`src/rtl/gru_uart_pkg.sv`:
```
// -----------------------------------------------------------------------------
// gru_uart_pkg
// Shared constants, state encodings and helpers for the GRU result UART.
//   SYNC_BYTE            - first byte of every result packet
//   PKT_BYTES            - bytes per packet (sync, 4 data bytes, checksum)
//   DEFAULT_CLKS_PER_BIT - 50 MHz / 115200 baud
//   pkt_state_t          - packet sequencer states (uart_result_tx)
//   tx_state_t           - byte sender states (uart_tx_byte)
// -----------------------------------------------------------------------------
package gru_uart_pkg;

    localparam logic [7:0] SYNC_BYTE            = 8'hA5;
    localparam int         PKT_BYTES            = 6;
    localparam int         DEFAULT_CLKS_PER_BIT = 434;
    localparam logic [2:0] LAST_BYTE_IDX        = 3'(PKT_BYTES - 1);

    typedef enum logic [1:0] {
        PKT_IDLE = 2'd0,
        PKT_SEND = 2'd1,
        PKT_WAIT = 2'd2,
        PKT_DONE = 2'd3
    } pkt_state_t;

    typedef enum logic [1:0] {
        TX_IDLE  = 2'd0,
        TX_START = 2'd1,
        TX_DATA  = 2'd2,
        TX_STOP  = 2'd3
    } tx_state_t;

    // XOR of the four data bytes; the sync byte does not take part.
    function automatic logic [7:0] packet_chk(input logic [31:0] word);
        return word[31:24] ^ word[23:16] ^ word[15:8] ^ word[7:0];
    endfunction

    // Byte at position idx of the packet carrying word.
    function automatic logic [7:0] pkt_byte_sel(input logic [31:0] word,
                                                input logic [2:0]  idx);
        logic [7:0] sel;
        case (idx)
            3'd0:    sel = SYNC_BYTE;
            3'd1:    sel = word[31:24];
            3'd2:    sel = word[23:16];
            3'd3:    sel = word[15:8];
            3'd4:    sel = word[7:0];
            3'd5:    sel = packet_chk(word);
            default: sel = SYNC_BYTE;
        endcase
        return sel;
    endfunction

endpackage

```
`src/rtl/uart_tx_byte.sv`:
```
// -----------------------------------------------------------------------------
// uart_tx_byte
// Serialises one byte as 8N1: start bit 0, 8 data bits LSB first, stop bit 1,
// each bit held CLKS_PER_BIT clocks. A start request presented during the last
// stop-bit cycle is taken immediately, so consecutive bytes have no idle gap.
// Ports:
//   CLOCK_50 - clock, rising edge
//   rstn     - asynchronous active-low reset (line forced high)
//   i_start  - launch i_byte; honoured in IDLE and in the last stop-bit cycle
//   i_byte   - byte to send, sampled with i_start
//   o_done   - high during the last cycle of the stop bit
//   o_txd    - registered serial line, idle high
// -----------------------------------------------------------------------------
module uart_tx_byte
    import gru_uart_pkg::*;
#(
    parameter int CLKS_PER_BIT = DEFAULT_CLKS_PER_BIT
) (
    input  logic       CLOCK_50,
    input  logic       rstn,
    input  logic       i_start,
    input  logic [7:0] i_byte,
    output logic       o_done,
    output logic       o_txd
);

    localparam int                CNT_W     = $clog2(CLKS_PER_BIT);
    localparam logic [CNT_W-1:0]  BAUD_LAST = CNT_W'(CLKS_PER_BIT - 1);

    tx_state_t        state, state_n;
    logic [CNT_W-1:0] baud, baud_n;
    logic [2:0]       bit_idx, bit_idx_n;
    logic [7:0]       shreg, shreg_n;
    logic             txd_n;
    logic             baud_last;
    logic [2:0]       next_bit;

    assign baud_last = (baud == BAUD_LAST);
    assign next_bit  = bit_idx + 3'd1;
    assign o_done    = (state == TX_STOP) && baud_last;

    always_ff @(posedge CLOCK_50 or negedge rstn) begin
        if (!rstn) begin
            state   <= TX_IDLE;
            baud    <= '0;
            bit_idx <= '0;
            shreg   <= '0;
            o_txd   <= 1'b1;
        end else begin
            state   <= state_n;
            baud    <= baud_n;
            bit_idx <= bit_idx_n;
            shreg   <= shreg_n;
            o_txd   <= txd_n;
        end
    end

    // txd_n is the line value for the next cycle, so the output flop changes
    // exactly on the bit boundary.
    always_comb begin
        state_n   = state;
        baud_n    = baud;
        bit_idx_n = bit_idx;
        shreg_n   = shreg;
        txd_n     = o_txd;

        case (state)
            TX_IDLE: begin
                baud_n    = '0;
                bit_idx_n = '0;
                txd_n     = 1'b1;
                if (i_start) begin
                    state_n = TX_START;
                    shreg_n = i_byte;
                    txd_n   = 1'b0;
                end
            end

            TX_START: begin
                if (baud_last) begin
                    baud_n  = '0;
                    state_n = TX_DATA;
                    txd_n   = shreg[0];
                end else begin
                    baud_n = baud + CNT_W'(1);
                end
            end

            TX_DATA: begin
                if (baud_last) begin
                    baud_n = '0;
                    if (bit_idx == 3'd7) begin
                        bit_idx_n = '0;
                        state_n   = TX_STOP;
                        txd_n     = 1'b1;
                    end else begin
                        bit_idx_n = next_bit;
                        txd_n     = shreg[next_bit];
                    end
                end else begin
                    baud_n = baud + CNT_W'(1);
                end
            end

            TX_STOP: begin
                if (baud_last) begin
                    baud_n = '0;
                    if (i_start) begin
                        state_n = TX_START;
                        shreg_n = i_byte;
                        txd_n   = 1'b0;
                    end else begin
                        state_n = TX_IDLE;
                        txd_n   = 1'b1;
                    end
                end else begin
                    baud_n = baud + CNT_W'(1);
                end
            end

            default: begin
                state_n = TX_IDLE;
                txd_n   = 1'b1;
            end
        endcase
    end

endmodule

```
`src/rtl/uart_result_tx.sv`:
```
// -----------------------------------------------------------------------------
// uart_result_tx
// Sends one 32-bit GRU result as a 6-byte UART packet:
//   A5, data[31:24], data[23:16], data[15:8], data[7:0], XOR of the data bytes.
// The word is latched on acceptance; requests while busy are dropped.
// Ports:
//   CLOCK_50 - 50 MHz clock, rising edge
//   rstn     - asynchronous active-low reset; aborts a packet in flight
//   i_valid  - send request, taken only while o_ready is high
//   i_data   - result word (IEEE-754 single)
//   o_ready  - idle and able to accept (also high in the o_done cycle)
//   o_done   - one-cycle pulse in the cycle after the last stop bit
//   UART_TXD - serial line, idle high, 8N1
// -----------------------------------------------------------------------------
module uart_result_tx
    import gru_uart_pkg::*;
#(
    parameter int CLKS_PER_BIT = DEFAULT_CLKS_PER_BIT
) (
    input  logic        CLOCK_50,
    input  logic        rstn,
    input  logic        i_valid,
    input  logic [31:0] i_data,
    output logic        o_ready,
    output logic        o_done,
    output logic        UART_TXD
);

    pkt_state_t  state, state_n;
    logic [2:0]  byte_idx, byte_idx_n;
    logic [31:0] data_q, data_n;
    logic        armed;
    logic        accept;
    logic        tx_start;
    logic [7:0]  tx_byte;
    logic        byte_done;

    // armed keeps o_ready low until the first edge after reset release.
    assign o_ready = armed && ((state == PKT_IDLE) || (state == PKT_DONE));
    assign o_done  = (state == PKT_DONE);
    assign accept  = o_ready && i_valid;

    always_ff @(posedge CLOCK_50 or negedge rstn) begin
        if (!rstn) begin
            state    <= PKT_IDLE;
            byte_idx <= '0;
            data_q   <= '0;
            armed    <= 1'b0;
        end else begin
            state    <= state_n;
            byte_idx <= byte_idx_n;
            data_q   <= data_n;
            armed    <= 1'b1;
        end
    end

    // tx_start is raised on every transition into SEND, so the byte sender's
    // start bit coincides with the SEND cycle. For byte 0 that is the accept
    // cycle itself (start bit right after acceptance); for later bytes it is
    // the last stop-bit cycle of the previous byte (no inter-byte gap).
    always_comb begin
        state_n    = state;
        byte_idx_n = byte_idx;
        data_n     = data_q;
        tx_start   = 1'b0;
        tx_byte    = SYNC_BYTE;

        case (state)
            PKT_IDLE, PKT_DONE: begin
                state_n    = PKT_IDLE;
                byte_idx_n = '0;
                if (accept) begin
                    data_n   = i_data;
                    tx_start = 1'b1;
                    tx_byte  = SYNC_BYTE;
                    state_n  = PKT_SEND;
                end
            end

            PKT_SEND: begin
                state_n = PKT_WAIT;
            end

            PKT_WAIT: begin
                if (byte_done) begin
                    if (byte_idx < LAST_BYTE_IDX) begin
                        byte_idx_n = byte_idx + 3'd1;
                        tx_start   = 1'b1;
                        tx_byte    = pkt_byte_sel(data_q, byte_idx_n);
                        state_n    = PKT_SEND;
                    end else begin
                        state_n = PKT_DONE;
                    end
                end
            end

            default: begin
                state_n    = PKT_IDLE;
                byte_idx_n = '0;
            end
        endcase
    end

    uart_tx_byte #(
        .CLKS_PER_BIT(CLKS_PER_BIT)
    ) u_tx_byte (
        .CLOCK_50 (CLOCK_50),
        .rstn     (rstn),
        .i_start  (tx_start),
        .i_byte   (tx_byte),
        .o_done   (byte_done),
        .o_txd    (UART_TXD)
    );

endmodule

```
`config.mk`:
```
export PLATFORM = sky130hd
export DESIGN_NAME = uart_result_tx
export DESIGN_NICKNAME = d
export VERILOG_FILES = /design/src/rtl/gru_uart_pkg.sv /design/src/rtl/uart_tx_byte.sv /design/src/rtl/uart_result_tx.sv
export SDC_FILE = /design/constraint.sdc
export NUM_CORES = 1
export LEC_CHECK = 0
export ABC_AREA = 1
export CAP_MARGIN = 20
export CORE_MARGIN = 4
export CORE_UTILIZATION = 61
export CTS_CLUSTER_DIAMETER = 60
export DETAILED_ROUTE_END_ITERATION = 16
export GPL_TIMING_DRIVEN = 0
export PLACE_DENSITY_LB_ADDON = 0.3
export SLEW_MARGIN = 25
export SYNTH_ARGS = -nofsm -noshare
export SYNTH_HDL_FRONTEND = slang
export SYNTH_SLANG_ARGS = --single-unit
export TNS_END_PERCENT = 1
```
`constraint.sdc`:
```
create_clock -name CLOCK_50 -period 3 [get_ports CLOCK_50]
set_clock_uncertainty 0.2 [all_clocks]
set_input_delay 0.6 -clock CLOCK_50 [delete_from_list [all_inputs] [get_ports CLOCK_50]]
set_output_delay 0.6 -clock CLOCK_50 [all_outputs]
set_load 0.05 [all_outputs]
```
==> results of run 1 <==
worst max-delay path, cell delays in order, from the launching register on:
cell             delay [ps]
dfrtp_1                 400
ha_1                    160
clkdlybuf4s50_1         790
cell families (layout without fill, tap and decap cells):
kind of cell    after synthesis  in the layout  share of synthesized area
xor+xnor                     26             26                     0.0653
mux                          28             28                     0.0905
fa+ha+maj                    18             18                     0.0646
flops                        61             61                      0.438
buf+inv                      58            113                     0.0639
other cells                   1              1                    0.00108
simple gates                167            167                      0.215
compound gates               41             41                     0.0614
per-stage QoR:
step / instances / setup TNS [ps] / cell area (um2) / setup WS [ps] / utilization
CTS: 527 / 0 / 4170 / 111 / 0.752
detailed placement: 510 / 0 / 3960 / 480 / 0.715
floorplan: 400 / 0 / 3490 / 696 / -
finish: 527 / 0 / 4170 / 510 / 0.752
global route: 527 / 0 / 4170 / 390 / 0.752
global placement: 509 / -46510 / 3950 / -777 / 0.712
layer usage:
| metal | GRT usage | routed length, um |
|---|---|---|
| met5 | 0 | 0 |
| met4 | 0.105 | 109 |
| met2 | 0.403 | 3630 |
| met3 | 0.0395 | 309 |
| met1 | 0.256 | 3060 |
final timing paths:
path,start,end,depth (start not counted)
worst min-delay path,u_tx_byte.shreg[6]$_DFFE_PN0P_,u_tx_byte.shreg[6]$_DFFE_PN0P_,2
min in group asynchronous,rstn,state[0]$_DFFE_PN0P_,2
worst max-delay path,state[0]$_DFFE_PN0P_,o_done,2
max in group asynchronous,rstn,data_q[16]$_DFFE_PN0P_,3
worst max register to register,state[0]$_DFFE_PN0P_,data_q[29]$_DFFE_PN0P_,8
worst min register to register,u_tx_byte.shreg[6]$_DFFE_PN0P_,u_tx_byte.shreg[6]$_DFFE_PN0P_,2
cell usage in the layout, fill, tap and decap left out, types with 2 or more instances in the layout:
cell type / count
nand2_1: 96
dfrtp_1: 60
inv_1: 51
clkdlybuf4s50_1: 35
nor2_1: 28
mux2_2: 28
a21oi_1: 21
ha_1: 18
nand3_1: 17
xnor2_1: 17
o21ai_0: 14
clkbuf_8: 10
xor2_1: 9
nand4_1: 8
nor3_1: 7
buf_2: 4
nand2_2: 3
clkbuf_1: 3
nor2_4: 2
o211ai_1: 2
o21ai_1: 2
clkinv_2: 2
cell type report:
type	instances	area [um2]
buffer	5	23.8
clock buffer	12	145
clock inverter	4	47.5
fill	422	1370
inverter	53	199
multi-input combinational	281	1740
sequential	61	1530
tap	72	90.1
timing repair buffer	39	400
registers in the layout (all words and copies together) (netlist names):
signal,flops
armed,1
byte_idx,3
data_q,32
state,2
u_tx_byte.baud,9
u_tx_byte.bit_idx,3
u_tx_byte.o_txd,1
u_tx_byte.shreg,8
u_tx_byte.state,2
timing repair:
action | 4_1_cts | 5_1_grt
resized for setup | 0 | 1
setup endpoints to repair | 0 | 1
hold endpoints to repair | 21 | 0
hold buffers | 1 | 0
buffers inserted | 0 | 0
power by group:
group	leakage, uW	internal [uW]	total (uW)	switching [uW]
combinational	0.00122	41.6	63.3	21.7
clock	0.0000964	404	722	318
sequential	0.000800	823	823	0.345
==> impl_metrics.toml, run 1 <==
[outcome]
run_status = "completed"

[synth]
postSynth.topFlopCell = "dfrtp_1"
postSynth.asyncResetShare = 1.00
netlist-cell-type-count = 31
ys_ff_latch = 61
ys_seq_area_frac = 0.438
ys_warn_count = 0
synth_nets = 453
synthTopCellsByArea = "dfrtp_1 (43%), nand2_1 (10%), mux2_2 (9.0%)"
synthesis.instances = 400
yosysTopAreaCellShare = 0.431
synth_common_cells = "nand2_1 (96), dfrtp_1 (60), inv_1 (51)"
synthMostInstantiatedCell = "nand2_1"
synth-edff-count = 0
syn_avg_cell_area_um2 = 8.71
syn-cell-area_um2 = 3490
synth_area_leader_cell = "dfrtp_1"

[route]
routedWlPerCell_um = 13.5
ant_nets = 0
vias = 2745
drc_errors = 0
detailed_route_iter0_violations = 181
detail_route.first_pass.iterations = 7
detail_routed_via_count_per_cell = 5.21
drt-total-wl_mm = 7.11

[clocking]
clkSinkCount = 61
clkTransAtPathRegs_ps = 70
cts_tree = "built"
ctsRootBufferMaster = "clkbuf_8"
clockBufferDepth = 2
tritoncts.num_buffers = 9
latest_clock_arrival_within_the_worst_skew_pair_ps = 340
cts_h_tree_depth = 3

[global_routing]
grt_max_degree = 40
grt_overflow = 0
initial_antenna_violation_count = 0
grt.total_usage = 0.224
grt_pass1_vias = 2817
wire_length_of_the_first_global_routing_pass_mm = 12.7

[placement]
gpl.final_weighted_congestion = 0.911
hpwl_mm = 5.32
io_buffer_count = 37

[worst_hold_path]
hold_class = "flip-flop to flip-flop"

[power]
max-vdd-ir-drop_mv = 0.330
power_leakage_uw = 0.00212
power.density_cell_area_nw_per_um2 = 386
totalPowerFinal_uw = 1610

[sta]
min_period_over_period = 0.830
clock.fmax_mhz = 402
grt_setup_unrepaired = "false"
hold_violations = 0
finalSetupViolations = 0
timing_worst_slew_pin_value_ps = 688
fin_crit_ps = 2490
timing_max_transition_violations_final = 0
hold_ws_ps = 285
relSlewSlack = 0.540

[floorplanning]
start_util = 0.629
fp.dieArea_um2 = 6990
placement_rows = 27
core-area_um2 = 5540
io-pin-count = 38
die-height_um = 83.6
floorplan.die.width_um = 83.6

[run]
cap_viol_max_count = 0

[cells_and_area]
fin_nets = 503
syn2layout_area_growth_pct = 19.6
antenna_cells_inserted = 0
drive_gt1_frac = 0.132

[setup_path]
cp_data_arrival_time_ps = 1690
crit_start_category = "flip-flop"
crit_path_end_kind = "primary output"
r2r_slack_ps = 620
worst_ep_required_time_ps = 2200
crit_type = "flip-flop to primary output"
crit_fanout = 4
Power figures use the tool's default switching activity.
==> run 2, diff against run 1 <==
CORE_UTILIZATION = 51   (was 61)
clock period = 2.1 ns   (was 3 ns; I/O delays follow)
==> impl_metrics.toml, run 2 (synthesis gave the netlist of run 1 again) <==
[power]
power.density_cell_area_nw_per_um2 = 555
power_frac_clock = 0.472
power_leakage_uw = 0.00216
switching_share = 0.209
pwr-share-seq = 0.490
max-vdd-ir-drop_mv = 0.352
p_comb_frac = 0.038
internal_power_uw = 1900
switching_power_uw = 500

[setup_path]
crit_type = "flip-flop to primary output"
crit_path_end_kind = "primary output"
rr_worst_depth = 8
cp_data_arrival_time_ps = 1430
crit_fanout = 4
worst_ep_required_time_ps = 1480
crit_start_category = "flip-flop"

[floorplanning]
floorplan.die.width_um = 90.7
io-pin-count = 38
placement_rows = 29
fp.dieArea_um2 = 8220
start_util = 0.537
die-height_um = 90.7
core-area_um2 = 6490

[sta]
min_period_over_period = 0.976
finalSetupViolations = 0
hold_violations = 0
fin_crit_ps = 2050
timing_max_transition_violations_final = 0
finalSetupTns_ps = 0
grt_setup_unrepaired = "true"
clock.fmax_mhz = 488

[global_routing]
met2_usage = 0.322
top_usage_layer = "met2"
grt.total_usage = 0.190
initial_antenna_violation_count = 0
wire_length_of_the_first_global_routing_pass_mm = 12.4
grt_max_degree = 40
grt_util_met1 = 0.228
grt_overflow = 0
grt_pass1_vias = 2762
met3_usage = 0.0633

[clocking]
clockBufferDepth = 2
ctsRootBufferMaster = "clkbuf_8"
tritoncts.num_buffers = 9
cts_h_tree_depth = 3
cts_tree = "built"
clkTransAtPathRegs_ps = 60
clkSinkCount = 61
latest_clock_arrival_within_the_worst_skew_pair_ps = 350

[cells_and_area]
drive_gt1_frac = 0.176
fin_nets = 509
commonest_non_fill_non_tap_cell_in_the_layout = "nand2_1"
biggest_registers_after_layout = "data_q (32), u_tx_byte.baud (9), u_tx_byte.shreg (8)"
regMostFlops = "data_q"
largest_reg_flops = 32
syn2layout_area_growth_pct = 24.1
layout.cells.most_common_list = "nand2_1 (92), dfrtp_1 (59), inv_1 (47)"
total_non_filler_cell_area_in_the_finished_layout_um2 = 4330
antenna_cells_inserted = 0

[run]
cap_viol_max_count = 0

[outcome]
run_status = "completed"

[placement]
gpl.final_weighted_congestion = 0.867
hpwl_mm = 5.15
io_buffer_count = 37
postPlaceCellArea_um2 = 4020

[route]
detail_routed_via_count_per_cell = 5.24
vias = 2819
detailed_route_iter0_violations = 129
detail_route.first_pass.iterations = 5
drc_errors = 0
routedWlPerCell_um = 13.8
drt-total-wl_mm = 7.44
ant_nets = 0

[worst_hold_path]
whs_path_depth = 2
hold_class = "flip-flop to flip-flop"
run 2: cell count changes in the layout (fill, tap and decap cells not counted), sizes merged:
| cell | change |
|---|---|
| buf | +6 |
| bufinv | +1 |
| clkdlybuf4s50 | -2 |
| clkinv | +1 |
| dlygate4sd2 | +1 |
| dlymetal6s2s | -1 |
| inv | -1 |
| nand3 | +1 |
run 2: layer usage:
metal | routed length, um | up-vias
met3 | 405 | 8
met5 | 0 | -
met1 | 3240 | 1337
met4 | 108 | 0
li1 | - | 1398
met2 | 3690 | 76
run 2: path summary, 6_finish.rpt:
path	slack, ps	from	to
max	50	state[0]$_DFFE_PN0P_	o_ready
min	280	u_tx_byte.shreg[1]$_DFFE_PN0P_	u_tx_byte.shreg[1]$_DFFE_PN0P_
max reg2reg	90	state[0]$_DFFE_PN0P_	data_q[23]$_DFFE_PN0P_
min reg2reg	280	u_tx_byte.shreg[1]$_DFFE_PN0P_	u_tx_byte.shreg[1]$_DFFE_PN0P_
max in group asynchronous	820	rstn	u_tx_byte.o_txd$_DFFE_PN1P_
min in group asynchronous	310	rstn	byte_idx[2]$_DFFE_PN0P_
run 2: final cells by class:
type                    instances  area (um2)
plain buffers                   5        57.6
repair buffers                 44         427
clock buffers                  11         131
fillers                       520        2170
multi-input cells             282        1810
flip-flops and latches         61        1530
clock inverters                 5        75.1
inverters                      53         203
well taps                      77        96.3
run 2: critical path, cell delays in order (launching register included):
cell        delay [ps]
dfrtp_1            420
inv_2               70
ha_4               300
nand2_4             50
clkinvlp_4          60
buf_4              190
run 2: repair_timing:
action,4_1_cts,5_1_grt
resized for setup,11,13
gates cloned,0,1
hold endpoints to repair,22,0
pin swaps,0,5
buffers inserted,0,5
hold buffers,1,0
endpoints found under the setup margin,11,30
run 2: stage by stage:
step | total power [uW] | cells | setup slack, ps | hold WS, ps | util
3_5_place_dp | 1290 | 515 | -195 | 138 | 0.619
2_1_floorplan | 1200 | 400 | -8.70 | -75.6 | -
4_1_cts | 2430 | 532 | 9.42 | 286 | 0.653
3_3_place_gp | 1290 | 514 | -1580 | 266 | 0.616
6_report | 2400 | 538 | 51.0 | 284 | 0.666
5_1_grt | 2480 | 538 | -55.6 | 297 | 0.666
run 2: power groups by stage:
stage                     sequential, uW  clock, uW  combinational [uW]
final                               1180       1130                91.2
after global routing                1180       1200                 101
after CTS                           1180       1160                94.3
after detailed placement            1200          0                92.7
after global placement              1200          0                86.9
after floorplan                     1200          0               0.851
